**src/rtl/text_console_writer_if.sv**
```systemverilog
// text_console_writer_if: byte-input handshake, character-RAM CPU port and cursor status.
interface text_console_writer_if;
    logic        in_valid;
    logic        in_ready;
    logic [7:0]  in_char;
    logic [7:0]  in_attr;
    logic [15:0] ram_addr;
    logic        ram_we;
    logic        ram_oe;
    logic [15:0] ram_dataOut;
    logic [15:0] ram_dataIn;
    logic [7:0]  cursor_col;
    logic [6:0]  cursor_row;
    logic        busy;

    modport master (
        output in_valid, in_char, in_attr, ram_dataIn,
        input  in_ready, ram_addr, ram_we, ram_oe, ram_dataOut, cursor_col, cursor_row, busy
    );
    modport slave (
        input  in_valid, in_char, in_attr, ram_dataIn,
        output in_ready, ram_addr, ram_we, ram_oe, ram_dataOut, cursor_col, cursor_row, busy
    );
endinterface

```
**src/rtl/text_console_writer.sv**
```systemverilog
// text_console_writer: turns a character byte stream into character-RAM writes,
// tracking a cursor with CR/LF/BS/FF handling, line wrap, scroll and clear.
module text_console_writer #(
    parameter int         N_COL      = 240,
    parameter int         N_ROW      = 67,
    parameter logic [7:0] CLEAR_ATTR = 8'h07
) (
    input logic                   cpu_clk,
    input logic                   rst_n,
    text_console_writer_if.slave  bus
);
    typedef enum logic [2:0] {CLEAR, IDLE, PUT, SCROLL_RD, SCROLL_WR, SCROLL_BLANK} state_t;

    localparam logic [15:0] W_COL     = 16'(N_COL);
    localparam logic [15:0] LAST_CELL = 16'(N_COL * N_ROW - 1);
    localparam logic [15:0] LAST_BASE = 16'((N_ROW - 1) * N_COL);
    localparam logic [15:0] BLANK     = {CLEAR_ATTR, 8'h20};
    localparam logic [7:0]  LAST_COL  = 8'(N_COL - 1);
    localparam logic [6:0]  LAST_ROW  = 7'(N_ROW - 1);

    state_t      r_state;
    logic [15:0] r_addr, r_data, r_base;
    logic        r_we, r_oe, r_copy, r_ready, r_busy, r_scroll;
    logic [7:0]  r_col;
    logic [6:0]  r_row;
    logic        w_take;
    logic [15:0] w_cell;

    assign w_take = bus.in_valid && r_ready;
    assign w_cell = r_base + {8'd0, r_col};

    always_ff @(posedge cpu_clk or negedge rst_n) begin
        if (!rst_n) begin
            r_state  <= CLEAR;
            r_addr   <= '0;
            r_data   <= '0;
            r_base   <= '0;
            r_we     <= 1'b0;
            r_oe     <= 1'b0;
            r_copy   <= 1'b0;
            r_ready  <= 1'b0;
            r_busy   <= 1'b1;
            r_scroll <= 1'b0;
            r_col    <= '0;
            r_row    <= '0;
        end else begin
            case (r_state)
                // r_we low here only on the first cycle after reset
                CLEAR: begin
                    r_data <= BLANK;
                    if (!r_we) begin
                        r_we   <= 1'b1;
                        r_addr <= '0;
                    end else if (r_addr == LAST_CELL) begin
                        r_we    <= 1'b0;
                        r_ready <= 1'b1;
                        r_busy  <= 1'b0;
                        r_state <= IDLE;
                    end else
                        r_addr <= r_addr + 16'd1;
                end
                IDLE: if (w_take) begin
                    case (bus.in_char)
                        8'h0D: r_col <= '0;
                        8'h0A: begin
                            r_col <= '0;
                            if (r_row != LAST_ROW) begin
                                r_row  <= r_row + 7'd1;
                                r_base <= r_base + W_COL;
                            end else begin
                                r_oe    <= 1'b1;
                                r_addr  <= W_COL;
                                r_ready <= 1'b0;
                                r_busy  <= 1'b1;
                                r_state <= SCROLL_RD;
                            end
                        end
                        8'h08: if (r_col != 8'd0) begin
                            r_col    <= r_col - 8'd1;
                            r_addr   <= w_cell - 16'd1;
                            r_data   <= BLANK;
                            r_we     <= 1'b1;
                            r_scroll <= 1'b0;
                            r_ready  <= 1'b0;
                            r_busy   <= 1'b1;
                            r_state  <= PUT;
                        end
                        8'h0C: begin
                            r_col   <= '0;
                            r_row   <= '0;
                            r_base  <= '0;
                            r_addr  <= '0;
                            r_data  <= BLANK;
                            r_we    <= 1'b1;
                            r_ready <= 1'b0;
                            r_busy  <= 1'b1;
                            r_state <= CLEAR;
                        end
                        default: begin
                            r_addr   <= w_cell;
                            r_data   <= {bus.in_attr, bus.in_char};
                            r_we     <= 1'b1;
                            r_ready  <= 1'b0;
                            r_busy   <= 1'b1;
                            r_state  <= PUT;
                            r_scroll <= (r_col == LAST_COL) && (r_row == LAST_ROW);
                            r_col    <= (r_col == LAST_COL) ? 8'd0 : r_col + 8'd1;
                            if (r_col == LAST_COL && r_row != LAST_ROW) begin
                                r_row  <= r_row + 7'd1;
                                r_base <= r_base + W_COL;
                            end
                        end
                    endcase
                end
                PUT: begin
                    r_we <= 1'b0;
                    if (r_scroll) begin
                        r_oe    <= 1'b1;
                        r_addr  <= W_COL;
                        r_state <= SCROLL_RD;
                    end else begin
                        r_ready <= 1'b1;
                        r_busy  <= 1'b0;
                        r_state <= IDLE;
                    end
                end
                // write data bypasses straight from the RAM read register while r_copy is set
                SCROLL_RD: begin
                    r_oe    <= 1'b0;
                    r_we    <= 1'b1;
                    r_copy  <= 1'b1;
                    r_addr  <= r_addr - W_COL;
                    r_state <= SCROLL_WR;
                end
                SCROLL_WR: begin
                    r_copy <= 1'b0;
                    if (r_addr == LAST_BASE - 16'd1) begin
                        r_addr  <= LAST_BASE;
                        r_data  <= BLANK;
                        r_state <= SCROLL_BLANK;
                    end else begin
                        r_we    <= 1'b0;
                        r_oe    <= 1'b1;
                        r_addr  <= r_addr + W_COL + 16'd1;
                        r_state <= SCROLL_RD;
                    end
                end
                SCROLL_BLANK: if (r_addr == LAST_CELL) begin
                    r_we    <= 1'b0;
                    r_ready <= 1'b1;
                    r_busy  <= 1'b0;
                    r_state <= IDLE;
                end else
                    r_addr <= r_addr + 16'd1;
                default: r_state <= CLEAR;
            endcase
        end
    end

    assign bus.in_ready    = r_ready;
    assign bus.busy        = r_busy;
    assign bus.ram_addr    = r_addr;
    assign bus.ram_we      = r_we;
    assign bus.ram_oe      = r_oe;
    assign bus.ram_dataOut = r_copy ? bus.ram_dataIn : r_data;
    assign bus.cursor_col  = r_col;
    assign bus.cursor_row  = r_row;
endmodule

```
**src/flat_wrapper.sv**
```systemverilog
// flat-port wrapper written by rule: the top's interface ports become plain ports
module text_console_writer_flat 
#(
    parameter int         N_COL      = 240,
    parameter int         N_ROW      = 67,
    parameter logic [7:0] CLEAR_ATTR = 8'h07
)
  (cpu_clk, rst_n, bus_in_valid, bus_in_char, bus_in_attr, bus_ram_dataIn, bus_in_ready, bus_ram_addr, bus_ram_we, bus_ram_oe, bus_ram_dataOut, bus_cursor_col, bus_cursor_row, bus_busy);
  text_console_writer_if bus_i ();
  input logic cpu_clk;
  input logic rst_n;
  input wire logic [$bits(bus_i.in_valid)-1:0] bus_in_valid;
  input wire logic [$bits(bus_i.in_char)-1:0] bus_in_char;
  input wire logic [$bits(bus_i.in_attr)-1:0] bus_in_attr;
  input wire logic [$bits(bus_i.ram_dataIn)-1:0] bus_ram_dataIn;
  output wire logic [$bits(bus_i.in_ready)-1:0] bus_in_ready;
  output wire logic [$bits(bus_i.ram_addr)-1:0] bus_ram_addr;
  output wire logic [$bits(bus_i.ram_we)-1:0] bus_ram_we;
  output wire logic [$bits(bus_i.ram_oe)-1:0] bus_ram_oe;
  output wire logic [$bits(bus_i.ram_dataOut)-1:0] bus_ram_dataOut;
  output wire logic [$bits(bus_i.cursor_col)-1:0] bus_cursor_col;
  output wire logic [$bits(bus_i.cursor_row)-1:0] bus_cursor_row;
  output wire logic [$bits(bus_i.busy)-1:0] bus_busy;
  assign bus_i.in_valid = bus_in_valid;
  assign bus_i.in_char = bus_in_char;
  assign bus_i.in_attr = bus_in_attr;
  assign bus_i.ram_dataIn = bus_ram_dataIn;
  assign bus_in_ready = bus_i.in_ready;
  assign bus_ram_addr = bus_i.ram_addr;
  assign bus_ram_we = bus_i.ram_we;
  assign bus_ram_oe = bus_i.ram_oe;
  assign bus_ram_dataOut = bus_i.ram_dataOut;
  assign bus_cursor_col = bus_i.cursor_col;
  assign bus_cursor_row = bus_i.cursor_row;
  assign bus_busy = bus_i.busy;
  text_console_writer #(.N_COL(N_COL), .N_ROW(N_ROW), .CLEAR_ATTR(CLEAR_ATTR)) u_core (.cpu_clk(cpu_clk), .rst_n(rst_n), .bus(bus_i));
endmodule
```
**config.mk**
```make
export PLATFORM = sky130hd
export DESIGN_NAME = text_console_writer_flat
export DESIGN_NICKNAME = d
export VERILOG_FILES = /design/src/rtl/text_console_writer_if.sv /design/src/rtl/text_console_writer.sv /design/src/flat_wrapper.sv
export SDC_FILE = /design/constraint.sdc
export NUM_CORES = 1
export LEC_CHECK = 0
export BUFFER_PORTS_ARGS = -buffer_cell sky130_fd_sc_hd__buf_2
export CORE_ASPECT_RATIO = 0.5
export CORE_MARGIN = 8
export CORE_UTILIZATION = 45
export DETAILED_ROUTE_END_ITERATION = 10
export PLACE_DENSITY = 0.68
export SKIP_CTS_REPAIR_TIMING = 1
export SLEW_MARGIN = 25
export SYNTH_ARGS = -nofsm -noshare
export SYNTH_HDL_FRONTEND = slang
export SYNTH_SLANG_ARGS = --single-unit
```
**constraint.sdc**
```tcl
create_clock -name cpu_clk -period 2.5 [get_ports cpu_clk]
set_input_delay 0.5 -clock cpu_clk [delete_from_list [all_inputs] [get_ports cpu_clk]]
set_output_delay 0.5 -clock cpu_clk [all_outputs]
set_load 0.05 [all_outputs]
```
Yosys cells after proc, flatten, opt, wreduce, memory -nomap -nowiden

Cells that the tools add are included.
Widths: inputs -> output; s select.

Equality and inequality tests: 29
Muxes and demuxes: 63
Reductions and logical operators: 23
Add/sub/neg operators: 10
Bitwise gates (word level): 2

Operators with widths:

| cell                  | number |
|---|---|
| $mux 16               | 13 |
| $pmux 16 s3           | 3 |
| $pmux 16 s6           | 1 |
| $pmux 16 s4           | 1 |
| $add 16x1->16 const B | 2 |
| $add 16x8->16 const B | 2 |
| $eq 16x14->1 const B  | 2 |
| $eq 8x4->1 const B    | 4 |
| $mux 1                | 21 |
| $pmux 7 s3            | 1 |
| $mux 3                | 6 |
| $pmux 3 s6            | 1 |
| $reduce_and 6->1      | 3 |
| $add 16x8->16         | 1 |
| $mux 8                | 2 |
| $ne 2x1->1 const B    | 8 |
| $pmux 8 s2            | 1 |
| $sub 16x1->16 const B | 1 |
| $sub 16x8->16 const B | 1 |
| $reduce_and 5->1      | 3 |
| $mux 7                | 2 |
| $pmux 1 s4            | 3 |
| $pmux 3 s4            | 1 |
| $ne 2x2->1 const B    | 5 |
| 28 further kinds      | 39 |

Logic and storage cells: 139
Input port bits: 35
Output and inout bits: 51
Register bits: 72

Longest topological paths before layout

Gate-level depths: netlist of run 1.

Word-level depth: 6
Gate-level depth with buffers: 12
Gate-level depth less buffers: 9

Worst setup path before layout of run 1

Ideal clock, no wire load.

Path type: reg-to-reg
Start point: reg u_core.r_addr[0] (netlist: u_core.bus.ram_addr[0])
End point: reg u_core.r_addr[9] (netlist: u_core.bus.ram_addr[9])
Path slack: -505 ps
Stages on the path, launching flop included: 9
Data arrival time: 2871 ps
Period minus slack after synthesis: 3005 ps
Setup time: 133 ps
Data required time: 2367 ps
Buffers on the path: 0
Path through: dfrtp_1 -> ha_1 -> nand3_1 -> nor4_1 -> nor2_1 -> a311oi_1 -> a31oi_1 -> a2111oi_0 -> nor2_1

Cells in the longest elaborated chain, start to end: 4
Elaborated cells on any way between the ends: 10
Those cells by class: 4 x add/sub; 2 x eq/ne; 4 x mux

Ends and longest elaborated chain:

| element                                     | RTL line                                                                          | RTL |
|---|---|---|
| start: declaration                          | text_console_writer.sv:22                                                         | `logic [15:0] r_addr, r_data, r_base;` |
| start signal: assignment                    | text_console_writer.sv:60                                                         | `r_addr <= r_addr + 16'd1;` |
| start signal: assignment                    | text_console_writer.sv:80                                                         | `r_addr <= w_cell - 16'd1;` |
| start signal: assignment                    | text_console_writer.sv:100                                                        | `r_addr <= w_cell;` |
| $add 16x8->16, or another cell as far along | text_console_writer.sv:144                                                        | `r_addr <= r_addr + W_COL + 16'd1;` |
| $add 16x1->16 or $mux 16 (tied branches)    | text_console_writer.sv:144, text_console_writer.sv:54, text_console_writer.sv:148 |  |
| $mux 16, on equally long branches           | text_console_writer.sv:137, text_console_writer.sv:51                             |  |
| $pmux 16 s6 *                               | text_console_writer.sv:47                                                         | `case (r_state)` |

Every way passes the cells marked *; elsewhere a longest branch is shown, timed or not.
A chain may end at the register's enable or synchronous reset.

Final worst setup path of run 1

Start point: reg u_core.r_addr[4] (netlist: u_core.bus.ram_addr[4])
End point: reg u_core.r_state[0]

Cells in the longest elaborated chain, start to end: 4

Ends and longest elaborated chain:

| element                | RTL line                                              | RTL |
|---|---|---|
| $eq 16x14->1 *         | text_console_writer.sv:54, text_console_writer.sv:148 |  |
| $mux 3 *               | n/a                                                   |  |
| $mux 3                 | n/a                                                   |  |
| $pmux 3 s6 *           | n/a                                                   |  |
| end signal: assignment | text_console_writer.sv:58                             | `r_state <= IDLE;` |
| end signal: assignment | text_console_writer.sv:152                            | `r_state <= IDLE;` |
| end signal: assignment | text_console_writer.sv:155                            | `default: r_state <= CLEAR;` |
| end: declaration       | text_console_writer.sv:21                             | `state_t r_state;` |

Every way passes the cells marked *; elsewhere a longest branch is shown, timed or not. The select of a mux whose other input is x is not followed.

==> results of run 1 <==
-- routing by layer --
layer,global-route usage (%),part of all wire (%),vias up,wire length (um)
li1,-,-,3322,-
met1,34.94,46,3310,10230
met2,35.81,43,295,9415
met3,6.113,10,22,2199
met4,5.220,1.0,0,222
met5,0,0,-,0
-- power by group --
group	switching, mW	leakage [nW]	total, mW	internal (mW)
Clock	0.538	0.131	1.24	0.706
Sequential	0.0000632	0.868	1.10	1.10
Combinational	0.0647	2.45	0.112	0.0476
-- path summary, 6_finish.rpt --
check	end	slack (ns)
min in group asynchronous	u_core.bus.cursor_col[7]$_DFFE_PN0P_	0.54
max reg2reg	u_core.r_state[0]$_DFFE_PN0P_	-0.07
min reg2reg	u_core.r_data[11]$_DFFE_PN0P_	0.47
max in group asynchronous	u_core.bus.ram_addr[4]$_DFFE_PN0P_	1.32
min	u_core.r_data[11]$_DFFE_PN0P_	0.40
max	u_core.r_state[0]$_DFFE_PN0P_	-0.07
-- cells by family after synthesis --
| logic type | after synthesis | synth area share, % |
|---|---|---|
| AOI/OAI and AO/OA | 237 | 25.63 |
| xor gates and xnor gates | 37 | 5.371 |
| adders and majority gates | 18 | 3.733 |
| buffers and inverters | 71 | 4.770 |
| DFF | 68 | 28.22 |
| muxes | 22 | 4.002 |
| and+or+nand+nor | 336 | 28.27 |
-- final cells by class --
cell class                      count  area (um^2)  area share, %
Clock buffer                       10        239.0          2.919
Clock inverter                      6        48.80         0.5961
Inverter                           15        56.30         0.6878
Multi-Input combinational cell    650         4343          53.05
Sequential cell                    68         1720          21.01
Tap cell                          176        220.2          2.690
Timing Repair Buffer              231         1559          19.04
-- metrics by stage --
step,setup TNS [ns],setup WS [ns]
floorplan,-0.2923,-0.1391
global placement,-0.8876,-0.1904
global route,-0.7301,-0.2003
detailed placement,-1.260,-0.2438
CTS,-0.7571,-0.1447
finish,-0.1389,-0.06797
-- worst reg2reg max path: cells and delay by family (launching register included) --
family / cells / cell delay [ns]
buffers and inverters: 1 / 0.08
DFF: 1 / 0.49
and+or+nand+nor: 3 / 1.22
adders and majority gates: 1 / 0.14
AOI/OAI and AO/OA: 3 / 0.55
-- state kept, by name, summed over array words and instances, names as in the netlist --
register               count
u_core.bus.ram_addr       16
u_core.r_data             16
u_core.r_base             12
u_core.bus.cursor_col      8
u_core.bus.cursor_row      7
u_core.r_state             3
u_core.bus.busy            1
u_core.bus.in_ready        1
u_core.bus.ram_oe          1
u_core.bus.ram_we          1
u_core.r_copy              1
u_core.r_scroll            1
-- synthesized netlist by cell type, drive strengths merged (18+ instances only) --
cell,instances,area (um^2)
a21oi,40,204.0
clkbuf,44,167.7
dfrtp,67,1677
ha,18,225.2
nand2,102,382.9
nand3,29,145.1
nand4,18,112.6
nor2,69,259.0
nor3,23,120.1
o21ai,72,360.3
xnor2,24,210.2
==> results.ini, run 1 <==
[run_status]
status = finished, violations left
violations = setup timing

[global_route]
grt_pass1_wl_um = 35200
grt_pass1_vias = 6470
overflow = 0
grt_max_degree = 37
track_usage_pct = 24.30
antenna_found_initial = 0

[power]
power.total_mw = 2.456
p_per_area_mw_per_mm2 = 300.0
peakVddDrop_mv = 0.2856
leakage_nw = 3.448

[setup_path]
slowest_stage = or4_1
startpoint = u_core.bus.ram_addr[4]$_DFFE_PN0P_
cp.depth = 8
crit_chain = inv_2, ha_1, nand4_1, or4_1, a31oi_1, o21ai_0, or2_2, o21ai_0
cp_max_fo = 7
cp_top_family = simple AND/OR/NAND/NOR gates
r2r_start = u_core.bus.ram_addr[4]$_DFFE_PN0P_
critPathBufInv = 1
cp.arrival_ns = 2.82
ff2ff_path_depth = 8
slowest_delay_ns = 0.67
critPathKind = flip-flop to flip-flop
required_ns = 2.75
cp-start-kind = flip-flop
cp-end-kind = flip-flop
cp_common_cell = o21ai_0

[routing]
viasPerCell = 6.011
wl_per_cell_um = 19.09
drc = 0
drt_iter0_drc = 727
dr_total_vias = 6949
ant_nets = 0
routed_wl_um = 22070
firstDrtPassIters = 5

[clocking]
clock_sinks = 68
clk_latency_ns = 0.34
cts_tree = yes
cts_buffer_depth = 2
clockRootBuffer = clkbuf_16
numCtsBuffers = 9
cts_max_level = 3
path_clk_slew_ns = 0.06

[synth]
ys.flop_type = dfrtp_1
syn_inst = 789
yosysUniqueCellTypes = 76
ys_ff_latch = 68
syn_area_mm2 = 0.006033
synth-seq-area-share_pct = 28.22
synthArstFlopShare_pct = 100.0
yosys_warnings = 0
syn_avg_cell_area_um2 = 7.647
synth_edf_count = 0
syn-num-nets = 842

[timing]
finalCritPeriodShare_pct = 102.7
fmax_ghz = 0.3894
setup_ws_ns = -0.06797
skew_ns = 0.008903
hold_viol_final = 0
rsz0062_at_grt = true
finalSetupViolations = 3
drv_slew = 0
worstMarginPinSlew_ns = 0.8712
layout_min_cycle_time_ns = 2.568
slew_headroom_pct = 41.38
fin_worst_hold_slack_ns = 0.3965

[final_layout]
nets = 1028
most-common-layout-cells = buf_4 (141), nand2_1 (102), buf_2 (85)
antenna_cells = 0
stdcell_area_mm2 = 0.008187
syn_to_final_growth_pct = 35.69
drive_above_1_share_pct = 34.29
final_cells = 1156
fillerInstances = 1187
final_common_cell = buf_4
final_util_pct = 61.44

[placed_design]
place_hpwl_um = 17020
post_dp_cell_area_mm2 = 0.007650
dpl.cell_count = 1131
gp_congestion = 0.9706
port_buffers = 85

[floorplan]
core_area_mm2 = 0.01333
placementRows = 30
fp.dieW_um = 179.8
start_util_pct = 45.28
pin_count = 86
dieHeight_um = 97.88
die-area_mm2 = 0.01759

[min_path]
hold_class = input port to flip-flop
holdPathStages = 3
worstHoldStart = bus_in_attr[3]

[job]
drv_cap = 0

Power figures use the tool's default switching activity.
==> inputs of run 2 (changes only) <==
Settings changed: ABC_AREA from default to 1.
==> run 2 against run 1 <==
Against the previous run: the run now ends clean; maximum frequency up 9.6%; critical path depth is 6 higher; core utilization down 7.2 points; wire length fell by 11%; hold slack worse by 0.32 ns; cell area decreased by 11%; die area grew 0.82%; clock power increased by 15%; power rose by 6.0%; global-route usage is 1.9 points lower.
==> results.ini, run 2 <==
[routing]
firstDrtPassIters = 5  ; unchanged
dr_total_vias = 6780  ; -2.4%
viasPerCell = 5.477  ; -8.9%
drt_iter0_drc = 682  ; -6.2%
routed_wl_um = 19690  ; -11%
drc = 0  ; unchanged
ant_nets = 0  ; unchanged
wl_per_cell_um = 15.90  ; -17%

[power]
power.switching_mw = 0.5724  ; -5.0%
p_per_area_mw_per_mm2 = 358.6  ; +20%
p_seq_share_pct = 42.3  ; -2.5 points
peakVddDrop_mv = 0.2770  ; -3.0%
p_sw_share_pct = 21.97  ; -2.6 points
internal_power_mw = 2.032  ; +9.6%
leakage_nw = 3.701  ; +7.4%
power.total_mw = 2.605  ; +6.0%
power.combinational.fraction_pct = 2.7  ; -1.9 points
clock_power_share_pct = 55.1  ; +4.5 points

[setup_path]
cp-start-kind = flip-flop
r2r_start = u_core.bus.ram_addr[4]$_DFFE_PN0P_
required_ns = 2.73  ; -0.02 ns
regToRegSetupSlack_ns = 0.16  ; +0.23 ns
ff2ff_path_depth = 14  ; +6
crit_chain = clkinv_1, ha_1, inv_1, o21ai_2, nor2_1, nand2_1, nand2_1, nor2_1, nand2_1, a21oi_1, nor2_1, nand2_1, nand2_1, a21oi_1
cp.arrival_ns = 2.57  ; -0.25 ns
worstReg2RegEnd = u_core.bus.ram_addr[12]$_DFFE_PN0P_
cp-end-kind = flip-flop
cp_common_cell = nand2_1
cp_max_fo = 8  ; +1
slowest_delay_ns = 0.47  ; -0.20 ns
critPathKind = flip-flop to flip-flop
slowest_stage = dfrtp_1

[clocking]
path_clk_slew_ns = 0.06  ; about the same
cts_buffer_depth = 2  ; unchanged
clock_sinks = 68  ; unchanged
clk_latency_ns = 0.35  ; about the same
cts_max_level = 3  ; unchanged
numCtsBuffers = 9  ; unchanged
cts_tree = yes
clockRootBuffer = clkbuf_16

[timing]
rsz0062_at_grt = false
worstMarginPinSlew_ns = 0.6032  ; -0.2680 ns
setup_ws_ns = 0.1573  ; +0.2253 ns
layout_min_cycle_time_ns = 2.343  ; -0.2253 ns
skew_ns = 0.007036  ; -0.001867 ns
drv_slew = 0  ; unchanged
slew_headroom_pct = 58.74  ; +17 points
finalCritPeriodShare_pct = 93.71  ; -9.0 points
hold_viol_final = 0  ; unchanged
fin_worst_hold_slack_ns = 0.07965  ; -0.3168 ns
fmax_ghz = 0.4269  ; +9.6%
finalSetupTns_ns = 0  ; +0.1389 ns
finalSetupViolations = 0  ; -3

[final_layout]
most-common-layout-cells = nand2_1 (225), inv_1 (140), nor2_1 (93)
drive_above_1_share_pct = 18.17  ; -16 points
final_common_cell = nand2_1
final_cells = 1238  ; +7.1%
syn_to_final_growth_pct = 19.29
nets = 1110  ; +8.0%
stdcell_area_mm2 = 0.007264  ; -11%
final_util_pct = 54.21  ; -7.2 points
antenna_cells = 0  ; unchanged

[synth]
syn_avg_cell_area_um2 = 6.410  ; -16%
yosysTopAreaCell = dfrtp_1
synthArstFlopShare_pct = 100.0  ; unchanged
yosys_warnings = 0  ; unchanged
synth_top_family_by_area = simple AND/OR/NAND/NOR gates
yosysUniqueCellTypes = 57  ; -25%
synthDominantCellAreaShare_pct = 27.53  ; -0.26 points
syn_area_mm2 = 0.006090  ; +0.93%
synthSimpleGateAreaFrac_pct = 36.45  ; +8.2 points
ys_ff_latch = 68  ; unchanged
synth-seq-area-share_pct = 27.96  ; -0.26 points
synth_edf_count = 0  ; unchanged
synth_mux_area_share_pct = 0.1849  ; -3.8 points
synth.top_cells.by_count = nand2_1 (226), inv_1 (140), nor2_1 (95)
synth-compound-area-share_pct = 17.59  ; -8.0 points
synth_fa_ha_area_share_pct = 3.698  ; -0.035 points
yosysMostFrequentCell = nand2_1
ys.flop_type = dfrtp_1
syn_inst = 950  ; +20%
synth_xor_area_share_pct = 3.164  ; -2.2 points
syn-num-nets = 1003  ; +19%
netlist_top_cells_area = dfrtp_1 (28%), nand2_1 (14%), inv_1 (8.6%)

[global_route]
grt_pass1_vias = 6299  ; -2.6%
grt_max_degree = 33  ; -11%
antenna_found_initial = 0  ; unchanged
overflow = 0  ; unchanged
grt_pass1_wl_um = 32600  ; -7.4%
track_usage_pct = 22.37  ; -1.9 points

[placed_design]
post_dp_cell_area_mm2 = 0.006879  ; -10%
dpl.cell_count = 1221  ; +8.0%
pre_cts_ws_ns = 0.1369  ; +0.3807 ns
gp_congestion = 0.9635  ; -0.73%
place_hpwl_um = 15530  ; -8.8%
port_buffers = 85  ; unchanged

[run_status]
status = finished clean

[floorplan]
placementRows = 30  ; unchanged
die-area_mm2 = 0.01774  ; +0.82%
dieHeight_um = 98.26  ; +0.39%
start_util_pct = 45.44  ; +0.17 points
fp.dieW_um = 180.5  ; +0.43%
pin_count = 86  ; unchanged
core_area_mm2 = 0.01340  ; +0.56%

[job]
drv_cap = 0  ; unchanged

[min_path]
hold_class = input port to async pin

==> run 2: worst max path at each step <==
| stage | startpoint | slack [ns] | depth (start not counted) | endpoint |
|---|---|---|---|---|
| after floorplan | u_core.bus.cursor_col[5]$_DFFE_PN0P_ | 0.11 | 15 | u_core.bus.ram_addr[11]$_DFFE_PN0P_ |
| after global placement | bus_in_char[5] | 0.13 | 13 | u_core.bus.ram_addr[7]$_DFFE_PN0P_ |
| after detailed placement | bus_in_char[7] | 0.14 | 13 | u_core.bus.ram_addr[7]$_DFFE_PN0P_ |
| after CTS | u_core.bus.cursor_col[4]$_DFFE_PN0P_ | 0.20 | 14 | u_core.bus.ram_addr[15]$_DFFE_PN0P_ |
| after global routing | u_core.bus.ram_addr[4]$_DFFE_PN0P_ | 0.005 | 11 | u_core.bus.ram_addr[2]$_DFFE_PN0P_ |
| final | u_core.bus.ram_addr[4]$_DFFE_PN0P_ | 0.16 | 14 | u_core.bus.ram_addr[12]$_DFFE_PN0P_ |
==> run 2: cell families (layout without fill, tap and decap cells) <==
| family | count (synthesis) | count (layout) |
|---|---|---|
| compound gates | 185 | 185 |
| buf+inv | 167 | 279 |
| simple gates | 489 | 489 |
| mux | 1 | 1 |
| fa+ha+maj | 18 | 18 |
| xor+xnor | 22 | 22 |
| flops | 68 | 68 |
==> run 2: cell type report <==
| class | instances | area (um^2) |
|---|---|---|
| Fill cell | 1328 | 6136 |
| Multi-Input combinational cell | 715 | 3767 |
| Sequential cell | 68 | 1705 |
| Timing Repair Buffer | 118 | 698.2 |
| Inverter | 145 | 545.5 |
| Clock buffer | 11 | 242.7 |
| Tap cell | 176 | 220.2 |
| Clock inverter | 5 | 85.08 |
==> run 2: layer usage <==
layer  global-route usage [%]  up-vias  part of all wire [%]
met4                    5.934        0                   1.5
met3                    5.743       32                   9.2
met1                    31.64     3086                    48
li1                         -     3351                     -
met5                        0        -                     0
met2                    33.09      311                    41
==> run 2: worst max-delay path, delay by kind of cell, from the launching register on <==
| family | cells | cell delay, ns |
|---|---|---|
| AND/OR/NAND/NOR | 8 | 0.84 |
| flip-flops | 1 | 0.47 |
| AO/OA/AOI/OAI | 3 | 0.21 |
| adder cells (fa/ha/maj) | 1 | 0.32 |
| buffers and inverters | 2 | 0.38 |
==> run 2: power groups by stage <==
stage / Combinational (mW) / Sequential [mW] / Clock [mW]
4_1_cts: 0.0718 / 1.10 / 1.45
3_5_place_dp: 0.0714 / 1.12 / 0
5_1_grt: 0.0781 / 1.10 / 1.50
3_3_place_gp: 0.0701 / 1.12 / 0
2_1_floorplan: 0.00824 / 1.12 / 0
6_report: 0.0699 / 1.10 / 1.43
==> inputs of run 3 (changes only) <==
Settings changed: CELL_PAD_IN_SITES_DETAIL_PLACEMENT from default to 1, CELL_PAD_IN_SITES_GLOBAL_PLACEMENT from default to 2, CORE_UTILIZATION 45 to 29, PLACE_DENSITY 0.68 to default, PLACE_DENSITY_LB_ADDON from default to 0.1.
==> run 3 against run 2 <==
Against the previous run: core utilization fell by 18 points; largest power group unchanged; cell area rose by 2.4%; die area rose by 48%; critical endpoint is now u_core.bus.ram_addr[15]$_DFFE_PN0P_; global-route usage fell by 3.6 points; critical path type unchanged; hold slack improved by 0.028 ns.
==> results.ini, run 3 (same netlist as run 2, synthesis figures left out) <==
[global_route]
grt_max_degree = 36  ; +9.1%
antenna_found_initial = 0  ; unchanged
grt_pass1_vias = 6993  ; +11%
overflow = 0  ; unchanged
track_usage_pct = 18.78  ; -3.6 points
grt_pass1_wl_um = 39680  ; +22%

[routing]
wl_per_cell_um = 18.24  ; +15%
viasPerCell = 5.011  ; -8.5%
firstDrtPassIters = 5  ; unchanged
drt_iter0_drc = 322  ; -53%
drc = 0  ; unchanged
dr_total_vias = 6760  ; -0.29%
routed_wl_um = 24610  ; +25%
ant_nets = 0  ; unchanged

[floorplan]
dieHeight_um = 118.5  ; +21%
die-area_mm2 = 0.02617  ; +48%
placementRows = 37  ; +23%
pin_count = 86  ; unchanged
core_area_mm2 = 0.02055  ; +53%
fp.dieW_um = 220.9  ; +22%
start_util_pct = 29.63  ; -16 points

[setup_path]
slowest_stage = dfrtp_1
cp-end-kind = flip-flop
cp_common_cell = nand3_1
slowest_delay_ns = 0.41  ; -0.06 ns
required_ns = 2.78  ; +0.05 ns
critPathBufInv = 3  ; +1
cp_top_family = simple AND/OR/NAND/NOR gates
cp.arrival_ns = 2.64  ; +0.07 ns
cp-start-kind = flip-flop
crit_chain = inv_1, ha_1, nand3_1, nor3_1, nand3_1, nand2_2, inv_2, nand4_2, buf_4, a31oi_1, a21oi_1
critPathKind = flip-flop to flip-flop
cp_max_fo = 10  ; +2

[placed_design]
place_hpwl_um = 19670  ; +27%
port_buffers = 85  ; unchanged
dpl.cell_count = 1330  ; +8.9%
gp_congestion = 0.8681  ; -9.9%

[timing]
layout_min_cycle_time_ns = 2.359  ; +0.01670 ns
finalCritPeriodShare_pct = 94.38  ; +0.67 points
hold_viol_final = 0  ; unchanged
drv_slew = 0  ; unchanged
slew_headroom_pct = 53.87  ; -4.9 points
skew_ns = 0.004496  ; -0.002540 ns
finalSetupViolations = 0  ; unchanged
rsz0062_at_grt = true
fmax_ghz = 0.4238  ; -0.71%
worstMarginPinSlew_ns = 0.6745  ; +0.07127 ns

[run_status]
status = finished clean

[power]
power.total_mw = 2.390  ; -8.2%
p_per_area_mw_per_mm2 = 321.1  ; -10%
leakage_nw = 3.752  ; +1.4%
peakVddDrop_mv = 0.2490  ; -10%

[min_path]
hold_class = input port to async pin

[final_layout]
multiInputGateArea_mm2 = 0.003774  ; +0.17%
syn_to_final_growth_pct = 22.21
seq_area_mm2 = 0.001707  ; about the same
most-common-layout-cells = nand2_1 (224), inv_1 (139), nor2_1 (91)
drive_above_1_share_pct = 19.61  ; +1.4 points
nets = 1124  ; +1.3%
final_cells = 1349  ; +9.0%
antenna_cells = 0  ; unchanged
fillerInstances = 2708  ; +100%
final_common_cell = nand2_1

[clocking]
path_clk_slew_ns = 0.06  ; about the same
clock_sinks = 68  ; unchanged
cts_buffer_depth = 2  ; unchanged
cts_tree = yes
clockRootBuffer = clkbuf_16
cts_max_level = 3  ; unchanged
clk_latency_ns = 0.36  ; about the same
numCtsBuffers = 9  ; unchanged

[job]
drv_cap = 0  ; unchanged

run 3: cell count changes in the layout (fill, tap and decap cells not counted), moves of 2 or more:
cell and change:
buf_4 +15, bufinv_16 -2, clkbuf_1 +2, clkinv_2 +3, clkinv_4 -2, nor2_1 -2
run 3: worst paths after layout:
kind | to | slack, ns | depth (start not counted) | from
max | u_core.bus.ram_addr[15]$_DFFE_PN0P_ | 0.14 | 11 | u_core.bus.cursor_col[0]$_DFFE_PN0P_
min reg2reg | u_core.bus.busy$_DFFE_PN1P_ | 0.46 | 2 | u_core.bus.busy$_DFFE_PN1P_
max in group asynchronous | u_core.bus.busy$_DFFE_PN1P_ | 1.73 | 2 | rst_n
max reg2reg | u_core.bus.ram_addr[15]$_DFFE_PN0P_ | 0.14 | 11 | u_core.bus.cursor_col[0]$_DFFE_PN0P_
min in group cpu_clk | u_core.r_data[12]$_DFFE_PN0P_ | 0.38 | 3 | bus_in_attr[4]
min | u_core.bus.cursor_row[5]$_DFFE_PN0P_ | 0.11 | 1 | rst_n
run 3: per-stage QoR:
step	utilization, %	TNS [ns]	hold WS, ns	setup WS, ns	cell area (um^2)
2_1_floorplan	-	0	0.2044	0.1054	6090
3_3_place_gp	34.51	0	0.4494	0.09555	7093
3_5_place_dp	34.51	0	0.4558	0.06601	7093
4_1_cts	35.80	0	0.1294	0.07296	7358
5_1_grt	36.21	-0.09131	0.1352	-0.07602	7442
6_report	36.21	0	0.1078	0.1406	7442
run 3: power by group:
group          total, mW  internal [mW]  switching (mW)
sequential          1.10           1.10               0
clock               1.22          0.695           0.522
combinational     0.0726         0.0268          0.0457
run 3: routing by layer:
layer / share of wire, % / global-route usage (%)
met3: 4.6 / 4.467
met4: 1.3 / 4.148
met1: 52 / 26.75
met2: 42 / 28.40
met5: 0 / 0
run 3: worst reg2reg max path, cell delays in order, from the launching register on:
cell	delay (ns)
dfrtp_1	0.41
inv_1	0.24
ha_1	0.21
nand3_1	0.08
nor3_1	0.37
nand3_1	0.16
nand2_2	0.19
inv_2	0.08
nand4_2	0.11
buf_4	0.20
a31oi_1	0.06
a21oi_1	0.17
run 3: layout make-up:
type,count,area share (%)
inverter,145,7.381
tap,273,4.590
multi-input combinational,715,50.71
clock buffer,13,3.362
clock inverter,3,0.2017
timing repair buffer,132,10.83
sequential,68,22.93
